`config.mk`:
```
export PLATFORM = sky130hd
export DESIGN_NAME = ball_i2c_packet_tx
export DESIGN_NICKNAME = d
export VERILOG_FILES = /design/src/rtl/ball_link_pkg.sv /design/src/rtl/ball_pkt_byte_sel.sv /design/src/rtl/ball_i2c_packet_tx.sv
export SDC_FILE = /design/constraint.sdc
export NUM_CORES = 1
export LEC_CHECK = 0
export CAP_MARGIN = 10
export CELL_PAD_IN_SITES_DETAIL_PLACEMENT = 1
export CELL_PAD_IN_SITES_GLOBAL_PLACEMENT = 1
export CORE_UTILIZATION = 35
export DETAILED_ROUTE_END_ITERATION = 7
export GPL_ROUTABILITY_DRIVEN = 0
export PLACE_DENSITY_LB_ADDON = 0.1
export SLEW_MARGIN = 20
export SYNTH_ARGS = -nofsm -noshare
export SYNTH_HDL_FRONTEND = slang
export SYNTH_HIERARCHICAL = 1
export SYNTH_SLANG_ARGS = --single-unit
```
`constraint.sdc`:
```
create_clock -name clk_25MHZ -period 3.5 [get_ports clk_25MHZ]
set_input_delay 0.7 -clock clk_25MHZ [delete_from_list [all_inputs] [get_ports clk_25MHZ]]
set_output_delay 0.7 -clock clk_25MHZ [all_outputs]
set_load 0.02 [all_outputs]
```
`src/rtl/ball_link_pkg.sv`:
```
// Shared types and constants for the two-board ball link (transmit and receive sides).
package ball_link_pkg;

  typedef enum logic [2:0] {
    IDLE,
    LATCH,
    SEND,
    WAIT_ACK,
    GAP,
    DONE
  } state_t;

  localparam int unsigned PKT_LEN = 7;
  localparam int unsigned IDX_W   = 3;

  localparam logic [7:0]  REG_PTR     = 8'h00;
  localparam logic [5:0]  REG0_MARKER = 6'b000001;

  localparam logic [19:0] BALL_SPEED_SLOW = 20'd600000;
  localparam logic [19:0] BALL_SPEED_FAST = 20'd400000;

  // Peer slave register file image, reg0 sent first.
  typedef struct packed {
    logic [7:0] reg0;
    logic [7:0] reg1;
    logic [7:0] reg2;
    logic [7:0] reg3;
    logic [7:0] reg4;
  } ball_pkt_t;

endpackage

```
`src/rtl/ball_pkt_byte_sel.sv`:
```
// Maps a packet byte index onto the I2C byte stream: address, register pointer, reg0..reg4.
module ball_pkt_byte_sel
  import ball_link_pkg::*;
#(
  parameter logic [6:0] SLAVE_ADDR = 7'h42
) (
  input  logic [IDX_W-1:0] byte_idx,
  input  ball_pkt_t        pkt,
  output logic [7:0]       cmd_byte_c,
  output logic             cmd_first_c,
  output logic             cmd_last_c
);

  always_comb begin
    cmd_byte_c  = 8'h00;
    cmd_first_c = 1'b0;
    cmd_last_c  = 1'b0;
    case (byte_idx)
      3'd0: begin
        cmd_byte_c  = {SLAVE_ADDR, 1'b0};
        cmd_first_c = 1'b1;
      end
      3'd1: cmd_byte_c = REG_PTR;
      3'd2: cmd_byte_c = pkt.reg0;
      3'd3: cmd_byte_c = pkt.reg1;
      3'd4: cmd_byte_c = pkt.reg2;
      3'd5: cmd_byte_c = pkt.reg3;
      3'd6: begin
        cmd_byte_c = pkt.reg4;
        cmd_last_c = 1'b1;
      end
      default: cmd_byte_c = 8'h00;
    endcase
  end

endmodule

```
`src/rtl/ball_i2c_packet_tx.sv`:
```
// Captures ball state on a trigger edge and sends it as a 7-byte I2C write with NACK retries.
module ball_i2c_packet_tx
  import ball_link_pkg::*;
#(
  parameter logic [6:0]  SLAVE_ADDR = 7'h42,
  parameter int unsigned MAX_RETRY  = 3,
  parameter int unsigned RETRY_GAP  = 2500
) (
  input  logic       clk_25MHZ,
  input  logic       reset,
  input  logic       ball_send_trigger,
  input  logic [9:0] ball_y,
  input  logic [7:0] ball_vy,
  input  logic [1:0] gravity_counter,
  input  logic       ball_fast,
  input  logic       abort,
  output logic       cmd_valid,
  input  logic       cmd_ready,
  output logic [7:0] cmd_byte,
  output logic       cmd_first,
  output logic       cmd_last,
  input  logic       byte_done,
  input  logic       byte_nack,
  output logic       is_i2c_master_done,
  output logic       send_err,
  output logic       busy
);

  localparam int unsigned GAP_W   = (RETRY_GAP > 1) ? $clog2(RETRY_GAP) : 1;
  localparam int unsigned RETRY_W = (MAX_RETRY > 0) ? $clog2(MAX_RETRY + 1) : 1;
  localparam logic [IDX_W-1:0] LAST_IDX = IDX_W'(PKT_LEN - 1);

  state_t               state_q, state_d;
  logic                 trig_q;
  ball_pkt_t            pkt_q, pkt_d;
  logic [IDX_W-1:0]     byte_idx_q, byte_idx_d, load_idx_c;
  logic [RETRY_W-1:0]   retry_q, retry_d;
  logic [GAP_W-1:0]     gap_q, gap_d;
  logic                 cmd_valid_d, cmd_first_d, cmd_last_d;
  logic [7:0]           cmd_byte_d;
  logic                 done_d, send_err_d, busy_d;
  logic                 load_byte;
  logic [7:0]           sel_byte_c;
  logic                 sel_first_c, sel_last_c;

  // A byte is only ever loaded as the first of an attempt or the successor of an ACKed one.
  always_comb begin
    load_idx_c = '0;
    if (state_q == WAIT_ACK) load_idx_c = byte_idx_q + IDX_W'(1);
  end

  ball_pkt_byte_sel #(
    .SLAVE_ADDR (SLAVE_ADDR)
  ) u_byte_sel (
    .byte_idx    (load_idx_c),
    .pkt         (pkt_q),
    .cmd_byte_c  (sel_byte_c),
    .cmd_first_c (sel_first_c),
    .cmd_last_c  (sel_last_c)
  );

  always_ff @(posedge clk_25MHZ or posedge reset) begin
    if (reset) begin
      state_q            <= IDLE;
      trig_q             <= 1'b0;
      pkt_q              <= '0;
      byte_idx_q         <= '0;
      retry_q            <= '0;
      gap_q              <= '0;
      cmd_valid          <= 1'b0;
      cmd_byte           <= 8'h00;
      cmd_first          <= 1'b0;
      cmd_last           <= 1'b0;
      is_i2c_master_done <= 1'b0;
      send_err           <= 1'b0;
      busy               <= 1'b0;
    end else begin
      state_q            <= state_d;
      trig_q             <= ball_send_trigger;
      pkt_q              <= pkt_d;
      byte_idx_q         <= byte_idx_d;
      retry_q            <= retry_d;
      gap_q              <= gap_d;
      cmd_valid          <= cmd_valid_d;
      cmd_byte           <= cmd_byte_d;
      cmd_first          <= cmd_first_d;
      cmd_last           <= cmd_last_d;
      is_i2c_master_done <= done_d;
      send_err           <= send_err_d;
      busy               <= busy_d;
    end
  end

  always_comb begin
    state_d     = state_q;
    pkt_d       = pkt_q;
    byte_idx_d  = byte_idx_q;
    retry_d     = retry_q;
    gap_d       = gap_q;
    cmd_valid_d = cmd_valid;
    cmd_byte_d  = cmd_byte;
    cmd_first_d = cmd_first;
    cmd_last_d  = cmd_last;
    done_d      = 1'b0;
    send_err_d  = send_err;
    load_byte   = 1'b0;

    case (state_q)
      IDLE: begin
        if (ball_send_trigger && !trig_q) begin
          state_d    = LATCH;
          retry_d    = '0;
          send_err_d = 1'b0;
        end
      end
      LATCH: begin
        if (abort) begin
          state_d = IDLE;
        end else begin
          pkt_d.reg0 = {ball_y[9:8], REG0_MARKER};
          pkt_d.reg1 = ball_y[7:0];
          pkt_d.reg2 = ball_vy;
          pkt_d.reg3 = {6'b0, gravity_counter};
          pkt_d.reg4 = {7'b0, ball_fast};
          byte_idx_d = '0;
          load_byte  = 1'b1;
          state_d    = SEND;
        end
      end
      SEND: begin
        // A byte the master takes this cycle wins over a simultaneous abort.
        if (cmd_valid && cmd_ready) begin
          cmd_valid_d = 1'b0;
          state_d     = WAIT_ACK;
        end else if (abort && (byte_idx_q == '0)) begin
          cmd_valid_d = 1'b0;
          cmd_first_d = 1'b0;
          state_d     = IDLE;
        end
      end
      WAIT_ACK: begin
        if (byte_done) begin
          if (!byte_nack) begin
            if (byte_idx_q == LAST_IDX) begin
              done_d  = 1'b1;
              state_d = DONE;
            end else begin
              byte_idx_d = load_idx_c;
              load_byte  = 1'b1;
              state_d    = SEND;
            end
          end else if (retry_q < RETRY_W'(MAX_RETRY)) begin
            retry_d = retry_q + RETRY_W'(1);
            gap_d   = GAP_W'(RETRY_GAP - 1);
            state_d = GAP;
          end else begin
            send_err_d = 1'b1;
            done_d     = 1'b1;
            state_d    = DONE;
          end
        end
      end
      GAP: begin
        if (abort) begin
          state_d = IDLE;
        end else if (gap_q == '0) begin
          byte_idx_d = '0;
          load_byte  = 1'b1;
          state_d    = SEND;
        end else begin
          gap_d = gap_q - GAP_W'(1);
        end
      end
      DONE: state_d = IDLE;
      default: state_d = IDLE;
    endcase

    if (load_byte) begin
      cmd_valid_d = 1'b1;
      cmd_byte_d  = sel_byte_c;
      cmd_first_d = sel_first_c;
      cmd_last_d  = sel_last_c;
    end

    busy_d = (state_d != IDLE);
  end

endmodule

```
Word level (Yosys, flattened, before mapping)
Cells that the tools add are included.

Bits in registers: 57. Latch bits: 0. RAM bits: 0. Memory bits (read-only): 0. Bits of input ports: 28. Output and inout bits: 14. Logic and storage cells: 123. Memories: 0.

Add/sub/neg operators: 3. Multiply operators: 0. Divide/modulo/power cells: 0. Magnitude comparators: 1. Eq/ne operators: 22. Shifts and indexed selects: 0. Multiplexer cells: 57. Bitwise logic cells: 1. Reductions and logical operators: 22.

Operators with widths (number): $mux 12 (5); $pmux 8 s6 (1); $mux 3 (15); $mux 1 (25); $pmux 12 s2 (1); $ne 2x2->1 const B (11); $eq 3x3->1 const B (5); $pmux 3 s5 (1); $eq 3x2->1 const B (4); $logic_not 12->1 (1); $sub 12x1->12 const B (1); $mux 2 (5); $reduce_and 5->1 (2); $logic_not 3->1 (3); $pmux 3 s3 (1); $reduce_bool 3->1 (3); $reduce_bool 2->1 (4); $reduce_and 7->1 (1); $reduce_and 6->1 (1); $pmux 2 s2 (1); $reduce_and 2->1 (2); $add 3x1->3 const B (1); $eq 3x1->1 const B (1); $logic_and 1x1->1 (3); other kinds (8) (8).

Logic depth before layout (Yosys ltp)
Gate-level depths: netlist of run 1.

Depth in word-level cells: 7. Depth in mapped cells: 9. Mapped depth without buffers: 7.

Hierarchy
Netlist of run 1, hierarchy kept.

Modules (own cells, without submodules): ball_i2c_packet_tx (times used 1, cells each 205, area each 2538.7 µm², sequential area each 1426.4 µm²); ball_pkt_byte_sel (times used 1, cells each 50, area each 390.4 µm², sequential area each 0.0 µm²).

Worst setup path after synthesis of run 1
OpenSTA, ideal clock, no wires.

Path type: in2reg. Start: in abort. End: reg gap_q[9]. Setup time: 77 ps. Arrival: 2485 ps. Path slack: 938 ps. Stages: 6. Path buffers: 2. Cell sequence: or4b_1 -> buf_2 -> or4_1 -> buf_2 -> or4_1 -> a21oi_1.

Cells in the longest elaborated chain, start to end: 2.

Ends and longest elaborated chain: start, declared (line ball_i2c_packet_tx.sv:16) `input logic abort,`; $ne 2x2->1 (no source line); $reduce_and 6->1 (no source line); end signal, assigned (line ball_i2c_packet_tx.sv:83) `gap_q <= gap_d;`; end, declared (line ball_i2c_packet_tx.sv:38) `logic [GAP_W-1:0] gap_q, gap_d;`.

Every way passes these cells. A chain may end at the register's enable or synchronous reset.

Worst setup path in the final report of run 1
Ends and elaborated chain as after synthesis.

==> results.md, run 1 <==
* Routed wire length per instance at approximately 15 µm
* Syn Area/Cell at 11.5 µm²
* Most frequent cells in the layout: dfrtp_1 (57), clkdlybuf4s50_1 (41), mux2_1 (34)
* Starting Density at 35.8%
* Core footprint at 8180 µm²
* Largest stage delay, worst path at 0.63 ns
* Detailed Route WL at between 6000 and 7000 µm
* Row cnt at 33
* CTS Buf Count at 9
* Reg-to-Reg End: cmd_byte[4]
* CP Capture Point: gap_q[9]
* IO Port Bufs at 41
* Crit-path slowest cell: or4_1
* Distinct cells, synth at 51
* Clock sinks at 57
* Number of synthesized flops with an enable pin at 0
* Tightest Pin Transition at 0.774 ns
* Vias in the first global route at between 2k and 2.5k
* Setup TNS at 0 ns
* VDD IR max at 260 µV
* Setup CP Type: in -> reg
* Slew margin rel. at 48.2%
* Die Wd at 93.5 µm
* Post-layout util at 45.6%
* Max-cap violations at 0
* PD cells at a little over 600 nW/µm²
* Commonest non-fill, non-tap cell in the layout: dfrtp_1
* Nets at 350
* Beginning of the critical path: abort
* Initial antenna violation count at 0
* N_diodes at 0
* Layout overhead on the synthesized area at 27.4%
* Fmax at 0.357 GHz
* Run status: finished clean
* Post-Synthesis Cells at 255
* I/O pins at 42
* Vias per inst at 5.08
* Worst Setup Slack, final at 0.700 ns
* Worst Path Max Fanout at 7
* Arrival time worst endpoint at 3.06 ns
* Fin crit share at 80.0%
* Final hold vios at 0
* Antenna Violating Nets Remaining at 0
* Setup slack, reg-to-reg at 0.93 ns
* CTS Buffer Depth at 2
* Post-route DRC at 0
* GR Overflow Total at 0
* Root Driver: clkbuf_8
* Startpoint Class: input port
* Layout cells sized above 1 at 10.9%
* Post-cts resize count at 0
* Leakage at 1.58 nW
* Synthesis warning total at 6
* First-pass GRT wire length at between 10,000 and 15,000 µm
* DP Wirelength at 4600 µm
* DP Cell Count at 411
* Reg2reg path depth at 7
* H-tree levels at 3
* Total Routing Usage GR at 16.8%
* Top FF cell, synth: dfrtp_1
* Final setup viols at 0
* Worst reg2reg path startpoint: state_q[2]
* Post-synthesis sequential area ratio at between 40% and 50%
* Clk_lat worst skew at 0.34 ns
* Async SR Flop Fraction at 100%
* Clock Pin Slew Worst Setup and Hold Paths at 0.07 ns
* RSZ-0062 raised after global routing: false
* Synthesized area at 2930 µm²
* Via Count at 2,166
* Starting DRT DRC Count at 33
* Seq cells post-synth at 57
* Die area at 8740 µm²
* Fin crit period at ~2.8 ns
* Largest net degree at the start of global routing at 31
* CP Capture Type: flop
* Hold_buf cts at 0
* Drt first pass iters at 4
* Post-CTS setup buffers at 0
* Die Y at 93.5 µm
* Fin. max-slew vios at 0
* Clock skew at about 0.0074 ns
* Final Non-Filler Cells at 426
* CTS tree: done
* Place WS at 0.336 ns
* CP dominant cell by count: or4_1
* CP required at about 3.8 ns
* Crit path cell chain: clkdlybuf4s50_1 -> or4b_1 -> or4_1 -> or4_1 -> a21oi_1
* Hold WC Path Type: reg -> reg
## cells by family after synthesis
kind of cell / share of synthesized area (%)
and+or+nand+nor: 16.1
DFF: 48.7
muxes: 17.9
AOI/OAI and AO/OA: 10.1
buffers and inverters: 4.31
adders and majority gates: 2.14
xor gates and xnor gates: 0.598
other: 0.128
## cell usage after synthesis (3+ instances only)
cell	count	share of area, %
nor2b_1	4	0.85
mux2_2	6	2.3
o31ai_1	3	0.77
mux2_1	34	13
a21oi_1	7	1.2
o21ai_0	7	1.2
nand2b_1	6	1.3
buf_6	3	1.2
or4_1	3	0.77
ha_1	5	2.1
nor4b_1	3	0.90
nor3b_1	3	0.77
nand3_1	9	1.5
nand4b_1	3	0.90
inv_1	7	0.90
nand2_1	11	1.4
nor4_1	3	0.64
buf_2	7	1.2
dfrtp_1	57	49
and2_1	3	0.64
a22oi_1	14	3.6
nor2_1	9	1.2
clkbuf_1	3	0.38
mux2i_1	6	2.1
nor3_1	7	1.2
## area by class of cell
| cell class | instances | area, µm² |
|---|---|---|
| fill | 895 | 4440 |
| sequential | 57 | 1430 |
| timing repair buffer | 49 | 483 |
| clock buffer | 10 | 138 |
| clock inverter | 5 | 80.1 |
| inverter | 7 | 26.3 |
| multi-input combinational | 193 | 1450 |
| tap | 105 | 131 |
## critical path: cells and delay by family
| kind | cells | cell delay (ns) |
|---|---|---|
| buffers and inverters | 1 | 0.47 |
| AOI/OAI and AO/OA | 1 | 0.15 |
| and+or+nand+nor | 3 | 1.73 |
## state kept, by name, summed over array words and instances, names as in the netlist, 2 cells and up
signal,cells
byte_idx_q,3
gap_q,12
pkt_q,22
state_q,3
retry_q,2
cmd_byte,8
## power by group
| group | internal, mW | switching [mW] | total (mW) |
|---|---|---|---|
| combinational | 0.308 | 0.274 | 0.582 |
| clock | 0.415 | 0.274 | 0.688 |
| sequential | 0.871 | 0.144 | 1.02 |
## how the worst min path moves through the flow
stage                    from   endpoint  cells past startpoint
floorplan           pkt_q[32]  pkt_q[32]                      1
global placement    pkt_q[32]  pkt_q[32]                      1
detailed placement  pkt_q[32]  pkt_q[32]                      1
CTS                 pkt_q[32]  pkt_q[32]                      1
global route        pkt_q[32]  pkt_q[32]                      1
finish              pkt_q[32]  pkt_q[32]                      1
## metrics by stage
step           area, µm²  power, mW  hold slack (ns)
4_1_cts             3730       2.32            0.477
5_1_grt             3730       2.44            0.500
6_report            3730       2.29            0.476
3_3_place_gp        3510       1.60            0.448
3_5_place_dp        3510       1.62            0.469
2_1_floorplan       2990       1.42            0.430
## routing by layer
metal	vias to the layer above	GRT usage (%)	wire length, µm
li1	1041	-	-
met1	1084	20.1	2930
met2	35	28.4	3160
met3	6	5.61	229
met4	0	5.00	72
met5	-	0	0
(Power assumes the default switching activity.)
==> run 2: changes to the inputs <==
Clock period 3.5 ns to 2.3 ns, I/O delays scaled along.
==> run 2 against run 1 <==
Compared with the run above:
- final area is 3.7% higher
- core utilization is 1.7 points higher
- clock-buffer cell count grew 4
- first-iteration DRC count up 67%
- sequential cell count did not move
- clock skew is 0.0022 ns higher
==> results.md, run 2 (synthesized netlist as in run 1, its figures left out) <==
* Total Routing Usage GR at 16.9% (+0.18 points)
* Reg2reg path depth at 4 (-3)
* Leakage at 1.67 nW (+5.5%)
* Final setup viols at 0 (unchanged)
* Hold WC Path Type: reg -> reg
* Fin. max-slew vios at 0 (unchanged)
* GRT busiest layer: met2
* Fmax at ~0.46 GHz
* DP Cell Count at 427 (+3.9%)
* Final Non-Filler Cells at 443 (+4.0%)
* Arrival time worst endpoint at 2.44 ns (-0.62 ns)
* Worst Setup Slack, final at 0.122 ns (-0.577 ns)
* Post-route DRC at 0 (unchanged)
* M2 GR Usage at 28.2% (-0.18 points)
* Biggest regs: pkt_q x22, gap_q x12, cmd_byte x8
* Vias per inst at 5.05 (-0.64%)
* Layout cells sized above 1 at 16.0% (+5.1 points)
* PD cells at 909 nW/µm² (+48%)
* CP required at 2.57 ns (-1.19 ns)
* N_diodes at 0 (unchanged)
* Reg-to-Reg End: gap_q[9]
* Row cnt at 33 (unchanged)
* Largest stage delay, worst path at 0.50 ns (-0.13 ns)
* Crit path max-delay family: simple AND/OR/NAND/NOR gates
* Clock sinks at 57 (unchanged)
* I/O pins at 42 (unchanged)
* Worst path depth at 5 (unchanged)
* Via Count at 2,238 (+3.3%)
* Place WS at -0.215 ns (-0.551 ns)
* Worst Path Max Fanout at 5 (-2)
* Slew margin rel. at 66.8% (+19 points)
* Layout overhead on the synthesized area at 32.1%
* Routed wire length per instance at 15.1 µm (+0.45%)
* Crit-path slowest cell: or4b_1
* Clock Pin Slew Worst Setup and Hold Paths at 0.07 ns (about the same)
* Worst reg2reg path startpoint: state_q[1]
* Fin crit share at 94.7%
* Starting DRT DRC Count at 55 (+67%)
* Die Wd at 93.5 µm (unchanged)
* CP Capture Point: gap_q[9]
* H-tree levels at 3 (unchanged)
* Biggest register: pkt_q
* Final hold vios at 0 (unchanged)
* Root Driver: clkbuf_8
* Antenna Violating Nets Remaining at 0 (unchanged)
* Beginning of the critical path: abort
* RSZ-0062 raised after global routing: false
* M1 GR Usage at 21.0% (+0.85 points)
* Run status: finished clean
* Global-route met3 utilization at 3.01% (-2.6 points)
* GR Overflow Total at 0 (unchanged)
* Most frequent cells in the layout: dfrtp_1 (57), clkdlybuf4s50_1 (41), mux2_1 (34)
* Final instance area at 3870 µm² (+3.7%)
* Max-cap violations at 0 (unchanged)
* Tightest Pin Transition at 0.493 ns (-0.280 ns)
* Commonest non-fill, non-tap cell in the layout: dfrtp_1
* Vias in the first global route at 2,338 (+4.0%)
* Crit path buffers/inverters at 1 (unchanged)
* Largest net degree at the start of global routing at 58 (+87%)
* CTS Buf Count at 9 (unchanged)
* CP dominant cell by count: or4_1
* Startpoint Class: input port
* Worst Hold Margin at 0.466 ns (-0.0101 ns)
* Die area at 8740 µm² (unchanged)
* DP Wirelength at 4840 µm (+5.1%)
* Fin crit period at 2.18 ns
* Drt first pass iters at 4 (unchanged)
* VDD IR max at 388 µV (+49%)
* Post-CTS setup buffers at 0 (unchanged)
* CTS tree: done
* Clock skew at 0.00956 ns (+0.00215 ns)
* Initial antenna violation count at 0 (unchanged)
* Largest register FFs at 22 (unchanged)
* First-pass GRT wire length at 11,300 µm (+1.6%)
* Setup slack, reg-to-reg at 0.15 ns (-0.78 ns)
* Clk_lat worst skew at 0.34 ns (about the same)
* CP Capture Type: flop
* Crit path cell chain: clkdlybuf4s50_1 -> or4b_1 -> or4_1 -> or4_1 -> a21oi_1
* Starting Density at 35.8% (unchanged)
* Nets at 366 (+4.6%)
* Die Y at 93.5 µm (unchanged)
* Detailed Route WL at 6680 µm (+4.5%)
* CTS Buffer Depth at 2 (unchanged)
* IO Port Bufs at 41 (unchanged)
* Setup CP Type: in -> reg
* Core footprint at 8180 µm² (unchanged)
* Placed cell areas at 3640 µm² (+3.7%)
-- run 2: final cells by class --
type,count,area (µm²)
Clock inverter,2,35.0
Multi-Input combinational cell,193,1470
Tap cell,105,131
Clock buffer,14,173
Fill cell,895,4310
Timing Repair Buffer,65,603
Sequential cell,57,1430
Inverter,7,26.3
-- run 2: per-layer routing --
layer	wire length [µm]	vias to the layer above	part of all wire, %
met1	3070	1119	46
met5	0	-	0
met3	188	11	2.8
met2	3270	36	49
li1	-	1072	-
met4	149	0	2.2
-- run 2: repair_timing --
action                                  CTS  global route
endpoints found under the setup margin    0            12
resized for setup                         0             3
hold buffers                              0             0
-- run 2: how the worst min path moves through the flow --
stage              start   endpoint  cells after the start
6_report       pkt_q[32]  pkt_q[32]                      1
3_3_place_gp   pkt_q[32]  pkt_q[32]                      1
3_5_place_dp   pkt_q[32]  pkt_q[32]                      1
5_1_grt        pkt_q[32]  pkt_q[32]                      1
4_1_cts        pkt_q[32]  pkt_q[32]                      1
2_1_floorplan  pkt_q[32]  pkt_q[32]                      1
-- run 2: metrics by stage --
| step | power [mW] | utilization, % | TNS, ns |
|---|---|---|---|
| after floorplan | 2.16 | - | 0 |
| after global placement | 2.51 | 44.6 | -0.820 |
| after detailed placement | 2.55 | 44.6 | -1.30 |
| after CTS | 3.57 | 47.1 | 0 |
| after global routing | 3.76 | 47.3 | 0 |
| final | 3.52 | 47.3 | 0 |
-- run 2: power by group --
part	internal (mW)	leakage, nW	total, mW	switching (mW)
registers	1.33	0.712	1.54	0.217
clock network	0.589	0.107	0.992	0.404
logic	0.531	0.848	0.983	0.452
total	2.45	1.67	3.52	1.07
